===== src/rtl/counter_0_to_9675.sv =====
// Four-digit BCD up/down counter (0..MAX_COUNT, wrapping) with active-low seven-segment outputs.
// Define COUNTER_PRESCALER_EN to slow counting to one step per PRESCALE enabled clock cycles.
module counter_0_to_9675 #(
    parameter int MAX_COUNT = 9675,
    parameter int PRESCALE  = 50000000
) (
    input  logic       CLOCK_50,
    input  logic [3:0] SW,
    output logic [6:0] HEX0,
    output logic [6:0] HEX1,
    output logic [6:0] HEX2,
    output logic [6:0] HEX3,
    output logic [3:0] LEDR
);

    localparam logic [3:0][3:0] MAX_BCD = {
        4'((MAX_COUNT / 1000) % 10),
        4'((MAX_COUNT / 100) % 10),
        4'((MAX_COUNT / 10) % 10),
        4'(MAX_COUNT % 10)
    };

    logic            rst;
    logic            clear_s;
    logic            down_s;
    logic            enable_s;
    logic            tick_s;
    logic            at_max_s;
    logic            at_zero_s;
    logic [3:0][3:0] digit_r;
    logic [3:0][3:0] inc_s;
    logic [3:0][3:0] dec_s;
    logic [3:0][3:0] next_s;

    assign rst      = SW[3];
    assign clear_s  = SW[2];
    assign down_s   = SW[1];
    assign enable_s = SW[0];

    function automatic logic [6:0] seg_decode(input logic [3:0] digit);
        logic [6:0] seg;
        case (digit)
            4'd0:    seg = 7'b1000000;
            4'd1:    seg = 7'b1111001;
            4'd2:    seg = 7'b0100100;
            4'd3:    seg = 7'b0110000;
            4'd4:    seg = 7'b0011001;
            4'd5:    seg = 7'b0010010;
            4'd6:    seg = 7'b0000010;
            4'd7:    seg = 7'b1111000;
            4'd8:    seg = 7'b0000000;
            4'd9:    seg = 7'b0010000;
            default: seg = 7'b1111111;
        endcase
        return seg;
    endfunction

`ifdef COUNTER_PRESCALER_EN
    localparam int PW = $clog2(PRESCALE);

    logic [PW-1:0] pre_r;

    assign tick_s = (pre_r == PW'(PRESCALE - 1));

    // Prescaler: runs only while enabled, restarts on clear and after each tick.
    always_ff @(posedge CLOCK_50 or posedge rst) begin
        if (rst) begin
            pre_r <= '0;
        end else if (clear_s) begin
            pre_r <= '0;
        end else if (enable_s) begin
            pre_r <= tick_s ? '0 : pre_r + PW'(1);
        end else begin
            pre_r <= pre_r;
        end
    end
`else
    // Legal PRESCALE is at least 2, so this is a constant high tick.
    assign tick_s = (PRESCALE > 0);
`endif

    assign at_max_s  = (digit_r == MAX_BCD);
    assign at_zero_s = (digit_r == '0);

    // Decimal increment/decrement with ripple carry/borrow and wrap at the limits.
    always_comb begin
        logic carry;
        logic borrow;
        inc_s  = digit_r;
        dec_s  = digit_r;
        carry  = 1'b1;
        borrow = 1'b1;
        for (int i = 0; i < 4; i++) begin
            if (carry) begin
                if (digit_r[i] >= 4'd9) begin
                    inc_s[i] = 4'd0;
                    carry    = 1'b1;
                end else begin
                    inc_s[i] = digit_r[i] + 4'd1;
                    carry    = 1'b0;
                end
            end else begin
                inc_s[i] = digit_r[i];
            end
            if (borrow) begin
                if (digit_r[i] == 4'd0) begin
                    dec_s[i] = 4'd9;
                    borrow   = 1'b1;
                end else begin
                    dec_s[i] = digit_r[i] - 4'd1;
                    borrow   = 1'b0;
                end
            end else begin
                dec_s[i] = digit_r[i];
            end
        end
        if (at_max_s) begin
            inc_s = '0;
        end else begin
            inc_s = inc_s;
        end
        if (at_zero_s) begin
            dec_s = MAX_BCD;
        end else begin
            dec_s = dec_s;
        end
    end

    // Next count: clear beats step beats hold.
    always_comb begin
        next_s = digit_r;
        if (clear_s) begin
            next_s = '0;
        end else if (enable_s && tick_s) begin
            next_s = down_s ? dec_s : inc_s;
        end else begin
            next_s = digit_r;
        end
    end

    // Digit registers.
    always_ff @(posedge CLOCK_50 or posedge rst) begin
        if (rst) begin
            digit_r <= '0;
        end else begin
            digit_r <= next_s;
        end
    end

    assign HEX0 = seg_decode(digit_r[0]);
    assign HEX1 = seg_decode(digit_r[1]);
    assign HEX2 = seg_decode(digit_r[2]);
    assign HEX3 = seg_decode(digit_r[3]);
    assign LEDR = {at_zero_s, at_max_s, down_s, enable_s};

endmodule


===== config.mk =====
export PLATFORM = sky130hd
export DESIGN_NAME = counter_0_to_9675
export DESIGN_NICKNAME = d
export VERILOG_FILES = /design/src/rtl/counter_0_to_9675.sv
export SDC_FILE = /design/constraint.sdc
export NUM_CORES = 1
export LEC_CHECK = 0
export ABC_AREA = 0
export CORE_ASPECT_RATIO = 1.4
export CORE_MARGIN = 5
export CORE_UTILIZATION = 41
export DETAILED_ROUTE_END_ITERATION = 16
export GPL_ROUTABILITY_DRIVEN = 0
export GPL_TIMING_DRIVEN = 0
export PLACE_DENSITY = 0.66
export SETUP_SLACK_MARGIN = 0.3
export SLEW_MARGIN = 25
export SYNTH_ARGS = -nofsm -noshare
export SYNTH_HDL_FRONTEND = slang
export SYNTH_SLANG_ARGS = --single-unit

===== constraint.sdc =====
create_clock -name CLOCK_50 -period 2.2 [get_ports CLOCK_50]
set_input_delay 0.44 -clock CLOCK_50 [delete_from_list [all_inputs] [get_ports CLOCK_50]]
set_output_delay 0.44 -clock CLOCK_50 [all_outputs]
set_load 0.1 [all_outputs]

==> results.py, run 1 <==
metrics = {
    "sta": {
        "grt_repair_worst_endpoint": "LEDR[3]",
        "endpoint_type": "primary output",
    },
    "floorplanning": {
        "dieHeight_microns": 94.8,
        "die_w_microns": 70.6,
        "ioPinCount": 37,
        "rows": 31,
        "start_util_pct": 41.5,
    },
    "logic_synthesis": {
        "yosysSeqAreaShare_pct": 19.0,
        "postSynthAreaPerCell_sq_um": 7.40,
        "ys_warn_count": 0,
        "yosys.area.top_type_share_pct": 19.0,
        "synth_cell_type_count": 59,
        "yosys_most_used_dff": "dfrtp_1",
        "synth-edff-count": 0,
        "ys_top_cells_by_count": "nor2_1 (39), a21oi_1 (34), nand2_1 (26)",
        "yosys.area.top_type": "dfrtp_1",
        "ys_seq_elements": 16,
        "syn_area_sq_um": 2110,
        "synth.most_common_cell": "nor2_1",
        "syn_nets": 311,
        "ys_async_sr_fraction_pct": 100,
        "synthTopCellsByArea": "dfrtp_1 (19%), ha_1 (12%), a21oi_1 (8.1%)",
        "synthCells": 285,
    },
    "global_routing": {
        "antenna_found_initial": 0,
        "grt_max_degree": 17,
    },
    "clock_network": {
        "clock_path_buffers": 2,
        "cts.sinks": 16,
        "cts_buffers": 3,
        "clockRootBuffer": "clkbuf_8",
        "ctsHoldBuffers": 0,
        "htreeDepth": 1,
    },
    "outcome": {
        "error": "[ERROR DPL-0033] detailed placement checks failed during check placement.",
        "status": "aborted with a tool error",
        "flow.stopped_at": "5_1_grt",
    },
    "placed_design": {
        "dpl-instance-area_sq_um": 2930,
        "port_buffers": 36,
        "hpwlAfterDp_microns": 4640,
    },
}
-- repair_timing --
| action | in CTS |
|---|---|
| setup endpoints to repair | 47 |
| buffers inserted | 72 |
| pin swaps | 49 |
| resized for setup | 440 |
-- cells by family after synthesis --
kind of cell	count (synthesis)	share of synthesized area, %
AO/OA/AOI/OAI	95	29.6
adder cells (fa/ha/maj)	21	12.5
AND/OR/NAND/NOR	116	29.9
flip-flops	16	19.0
multiplexers	3	1.42
buffers and inverters	32	6.83
XOR/XNOR	2	0.831
-- metrics by stage --
step / TNS (ns) / hold slack (ns) / instances / utilization (%) / setup WS (ns)
floorplan: 0 / 0.353 / 285 / - / 0.0483
global placement: -19.48 / 0.572 / 387 / 57.7 / -1.07
detailed placement: -19.98 / 0.574 / 387 / 57.7 / -1.07
CTS: -0.174 / 0.602 / 462 / 89.7 / -0.157
==> inputs of run 2 (changes only) <==
--- a/config.mk
+++ b/config.mk
@@ -6,14 +6,12 @@
 export NUM_CORES = 1
 export LEC_CHECK = 0
 export ABC_AREA = 0
-export CORE_ASPECT_RATIO = 1.4
 export CORE_MARGIN = 5
-export CORE_UTILIZATION = 41
+export CORE_UTILIZATION = 26
 export DETAILED_ROUTE_END_ITERATION = 16
 export GPL_ROUTABILITY_DRIVEN = 0
 export GPL_TIMING_DRIVEN = 0
-export PLACE_DENSITY = 0.66
-export SETUP_SLACK_MARGIN = 0.3
+export PLACE_DENSITY_LB_ADDON = 0.15
 export SLEW_MARGIN = 25
 export SYNTH_ARGS = -nofsm -noshare
 export SYNTH_HDL_FRONTEND = slang
==> constraint.sdc (replaced) <==
create_clock -name CLOCK_50 -period 2.85 [get_ports CLOCK_50]
set_input_delay 0.57 -clock CLOCK_50 [delete_from_list [all_inputs] [get_ports CLOCK_50]]
set_output_delay 0.57 -clock CLOCK_50 [all_outputs]
set_load 0.1 [all_outputs]
==> run 2 against run 1 <==
Effect of this change: the flow now finishes without violations; synthesized cell count stayed put; synthesized area stayed put.
==> results.py, run 2 <==
metrics = {
    "logic_synthesis": {
        "yosysSeqAreaShare_pct": 19.0,
        "synth-edff-count": 0,
        "yosys.area.top_type_share_pct": 19.0,
        "yosys_most_used_dff": "dfrtp_1",
        "postSynthAreaPerCell_sq_um": 7.40,
        "ys_warn_count": 0,
        "synth_cell_type_count": 59,
        "ys_async_sr_fraction_pct": 100,
        "syn_nets": 311,
        "synthCells": 285,
        "ys_top_cells_by_count": "nor2_1 (39), a21oi_1 (34), nand2_1 (26)",
        "synth.most_common_cell": "nor2_1",
        "ys_seq_elements": 16,
        "syn_area_sq_um": 2110,
        "yosys.area.top_type": "dfrtp_1",
        "synthTopCellsByArea": "dfrtp_1 (19%), ha_1 (12%), a21oi_1 (8.1%)",
    },
    "clock_network": {
        "clock_path_buffers": 2,
        "cts_tree": "yes",
        "htreeDepth": 1,
        "cts_buffers": 3,
        "clk_pin_slew_worst_paths_ns": 0.06,
        "clockRootBuffer": "clkbuf_8",
        "ctsHoldBuffers": 0,
        "clkLatencyLatePin_ns": 0.25,
        "cts.sinks": 16,
    },
    "global_routing": {
        "grt_pass1_vias": 2065,
        "antenna_found_initial": 0,
        "grtUsageTotal_pct": 11.8,
        "grt_pass1_wl_microns": 10000,
        "grt_max_degree": 17,
        "grt.overflow.total": 0,
    },
    "worst_setup_path": {
        "critPathSlowestCell": "clkdlybuf4s15_1",
        "r2r_slack_ns": 0.31,
        "cpLargestDelayFamily": "buffers and inverters",
        "crit_chain": "clkdlybuf4s50_1 -> buf_4 -> clkdlybuf4s15_1",
        "crit_arrival_ns": 2.17,
        "max_stage_delay_ns": 0.81,
        "critPathKind": "primary input to output pin",
        "worstPathBufferInverterCount": 3,
        "end_kind": "output pin",
        "cp.required_ns": 2.28,
        "startpoint_type": "primary input",
        "crit_fanout": 7,
    },
    "cells_and_area": {
        "nets": 352,
        "largest_register_ffs": 16,
        "fillers": 859,
        "area_growth_syn_to_layout_pct": 29.9,
        "multi_input_area_sq_um": 1650,
        "top_register": "digit_r",
        "layout_common_cells": "nor2_1 (39), a21oi_1 (31), nand2_1 (26)",
        "reg_top3": "digit_r x16",
        "drive_gt1_share_pct": 26.5,
        "regArea_sq_um": 408,
        "diodes": 0,
        "design_area_sq_um": 2740,
        "final_common_cell": "nor2_1",
    },
    "sta": {
        "finalSetupViolCount": 0,
        "fin_crit_sh_pct": 96.3,
        "relSlewSlack_pct": 36.5,
        "fin_crit_ns": 2.74,
        "hold_violations": 0,
        "rsz0062_at_grt": "false",
        "setup_tns_ns": 0,
        "finalClockSkew_ns": 0.00350,
        "worst_slew_pin_slew_ns": 0.957,
        "whs_ns": 0.574,
        "fin_ws_ns": 0.106,
        "drv_slew": 0,
        "clock.fmax_mhz": 364,
    },
    "floorplanning": {
        "core_sq_um": 7810,
        "rows": 32,
        "start_util_pct": 27.0,
        "dieHeight_microns": 100,
        "ioPinCount": 37,
        "die_w_microns": 100,
        "die-area_sq_um": 10000,
    },
    "hold_path": {
        "hp-class": "flip-flop to flip-flop",
    },
    "routing": {
        "drc": 0,
        "routed_wl_microns": 5990,
        "ant_nets": 0,
        "drtIter0Drc": 145,
        "wire_per_inst_microns": 14.0,
        "via_count": 2159,
        "viasPerCell": 5.06,
        "first_pass_iters": 4,
    },
    "run": {
        "max_cap_viol_count": 0,
    },
    "placed_design": {
        "port_buffers": 36,
        "dp_slack_ns": -0.772,
        "hpwlAfterDp_microns": 4670,
        "dpl-instance-area_sq_um": 2630,
    },
    "outcome": {
        "status": "completed",
    },
}
run 2: cells by family (layout without fill, tap and decap cells):
logic type,Yosys count,in the layout,share of synthesized area [%]
buffers and inverters,32,72,6.83
and+or+nand+nor,116,116,29.9
xor gates and xnor gates,2,2,0.831
DFF,16,16,19.0
adders and majority gates,21,21,12.5
AOI/OAI and AO/OA,95,95,29.6
muxes,3,3,1.42
run 2: per-layer routing:
layer  GRT usage, %  part of all wire, %  wire [microns]  up-vias
met1           16.7                   50            3020     1008
met4           2.18                 0.89              53        0
met2           19.7                   46            2730       37
met3           1.46                  3.1             188        6
li1               -                    -               -     1108
met5              0                    0               0        -
run 2: timing repair:
item	in CTS	in global routing
setup endpoints to repair	32	22
buffers inserted	0	0
gates cloned	0	0
pin swaps	0	1
gates resized for setup	84	42
run 2: layout make-up:
type | count | area share [%]
inverter | 16 | 2.47
clock buffer | 4 | 2.01
buffer | 16 | 3.15
multi-input combinational | 237 | 60.1
tap | 102 | 4.66
sequential | 16 | 14.9
timing repair buffer | 36 | 12.7
run 2: worst paths after layout:
kind | from | depth (start not counted) | to
min | digit_r[12] | 1 | digit_r[12]
max in group asynchronous | SW[3] | 2 | digit_r[9]
max reg2reg | digit_r[0] | 7 | digit_r[11]
min reg2reg | digit_r[12] | 1 | digit_r[12]
min in group asynchronous | SW[3] | 2 | digit_r[15]
max | SW[0] | 3 | LEDR[0]
run 2: metrics by stage:
stage / util, % / instances
after CTS: 34.6 / 427
after global placement: 33.7 / 423
after floorplan: - / 285
after global routing: 35.1 / 427
final: 35.1 / 427
after detailed placement: 33.7 / 423
Power of run 2 is not shown: default switching activity piles up to over one toggle a cycle in this logic, so the estimate is an artifact.
==> inputs of run 3 (changes only) <==
--- a/config.mk
+++ b/config.mk
@@ -7,10 +7,9 @@
 export LEC_CHECK = 0
 export ABC_AREA = 0
 export CORE_MARGIN = 5
-export CORE_UTILIZATION = 26
+export CORE_UTILIZATION = 54
 export DETAILED_ROUTE_END_ITERATION = 16
 export GPL_ROUTABILITY_DRIVEN = 0
-export GPL_TIMING_DRIVEN = 0
 export PLACE_DENSITY_LB_ADDON = 0.15
 export SLEW_MARGIN = 25
 export SYNTH_ARGS = -nofsm -noshare
==> run 3 against run 2 <==
Effect of this change: final cell count is 14% lower; first-iteration DRC count is 77% higher; maximum frequency is 0.64% lower; utilization is 39 points higher; wire length is 4.8% lower; critical endpoint is now LEDR[3].
==> results.py, run 3 (synthesis results as in run 2) <==
metrics = {
    "cells_and_area": {
        "finish.utilization_pct": 73.6,
        "reg_top3": "digit_r x16",
        "top_register": "digit_r",
        "diodes": 0,
        "nets": 347,
        "layout_common_cells": "nor2_1 (39), a21oi_1 (31), buf_4 (27)",
        "drive_gt1_share_pct": 25.7,
        "area_growth_syn_to_layout_pct": 29.7,
        "largest_register_ffs": 16,
        "final_common_cell": "nor2_1",
    },
    "routing": {
        "first_pass_iters": 4,
        "wirelength_met1_microns": 2560,
        "routed_wl_microns": 5700,
        "routed-wl-met2_microns": 2750,
        "wl_met3_microns": 334,
        "ant_nets": 0,
        "via_count": 2191,
        "wire_per_inst_microns": 15.5,
        "drc": 0,
        "viasPerCell": 5.97,
        "top_layer": "met4",
        "drtIter0Drc": 256,
    },
    "global_routing": {
        "antenna_found_initial": 0,
        "grt.overflow.total": 0,
        "grt_pass1_vias": 1974,
        "grt_pass1_wl_microns": 9310,
        "grt_max_degree": 18,
        "grtUsageTotal_pct": 21.5,
    },
    "sta": {
        "drv_slew": 0,
        "rsz0062_at_grt": "false",
        "relSlewSlack_pct": 55.1,
        "hold_violations": 0,
        "worst_slew_pin_slew_ns": 0.672,
        "fin_crit_ns": 2.76,
        "clock.fmax_mhz": 362,
        "finalSetupViolCount": 0,
        "setup_tns_ns": 0,
        "fin_crit_sh_pct": 96.9,
        "finalClockSkew_ns": 0.00705,
    },
    "floorplanning": {
        "die-area_sq_um": 5250,
        "rows": 22,
        "ioPinCount": 37,
        "die_w_microns": 72.5,
        "dieHeight_microns": 72.5,
        "core_sq_um": 3720,
        "start_util_pct": 56.7,
    },
    "worst_setup_path": {
        "critPathKind": "flip-flop to output pin",
        "timing.rr.start": "digit_r[12]",
        "r2r_slack_ns": 0.34,
        "cp.required_ns": 2.28,
        "crit_arrival_ns": 2.19,
        "startpoint_type": "flip-flop",
        "ff2ff_path_depth": 8,
        "crit_fanout": 7,
        "end_kind": "output pin",
        "r2r_end": "digit_r[7]",
    },
    "run": {
        "max_cap_viol_count": 0,
    },
    "clock_network": {
        "cts_tree": "yes",
        "ctsHoldBuffers": 0,
        "clk_pin_slew_worst_paths_ns": 0.07,
        "htreeDepth": 1,
        "cts.sinks": 16,
        "clock_path_buffers": 2,
        "cts_buffers": 3,
        "clkLatencyLatePin_ns": 0.26,
        "clockRootBuffer": "clkbuf_8",
    },
    "placed_design": {
        "port_buffers": 36,
        "hpwlAfterDp_microns": 4260,
    },
    "hold_path": {
        "hold_start": "digit_r[4]",
        "hp-class": "flip-flop to flip-flop",
        "holdPathEnd": "digit_r[4]",
        "hold_depth": 1,
    },
    "outcome": {
        "status": "completed",
    },
}
[run 3: cell types whose count changed in the layout (fill, tap and decap cells not counted), sizes merged]
cell | previous run | this run
clkdlybuf4s18 | 1 | 0
dlygate4sd2 | 3 | 0
buf | 10 | 43
clkdlybuf4s15 | 19 | 0
clkbuf | 19 | 3
[run 3: how the worst max path moves through the flow]
stage / start / end / slack, ns / cells past startpoint
finish: digit_r[12] / LEDR[3] / 0.09 / 5
global route: digit_r[13] / LEDR[3] / 0.006 / 5
CTS: digit_r[13] / LEDR[3] / 0.03 / 5
detailed placement: digit_r[13] / LEDR[3] / 0.28 / 5
global placement: digit_r[13] / LEDR[3] / 0.32 / 5
floorplan: digit_r[15] / HEX3[5] / 0.01 / 5
[run 3: final cells by class]
type                    count  area (sq um)
well taps                  48          60.1
inverters                  16          60.1
clock buffers               3          41.3
fillers                   294           981
multi-input cells         237          1610
flip-flops and latches     16           400
repair buffers             47           563
[run 3: per-layer routing]
metal / vias to the layer above / track usage [%]
met5: - / 0
met4: 0 / 4.92
met3: 10 / 3.88
met2: 61 / 33.5
met1: 1033 / 31.0
li1: 1087 / -
[run 3: timing repair]
item / CTS / global route
pin swaps: 0 / 1
setup buffers: 0 / 1
resized for setup: 1 / 5
endpoints found under the setup margin: 1 / 2
[run 3: per-stage QoR]
stage               std cells  hold slack, ns  worst slack (ns)  instance area [sq um]
floorplan                 285           0.484            0.0127                   2140
global placement          363           0.565             0.320                   2670
detailed placement        363           0.585             0.278                   2670
CTS                       366           0.593            0.0304                   2720
global route              367           0.639           0.00614                   2740
finish                    367           0.608            0.0885                   2740
[run 3: critical path, cell delays in order, from the launching register on]
cell and delay [ns]:
dfrtp_1 0.46, inv_1 0.17, ha_4 0.20, or3b_2 0.51
nor4_4 0.37, buf_12 0.23
Power of run 3 is left out for the same reason.
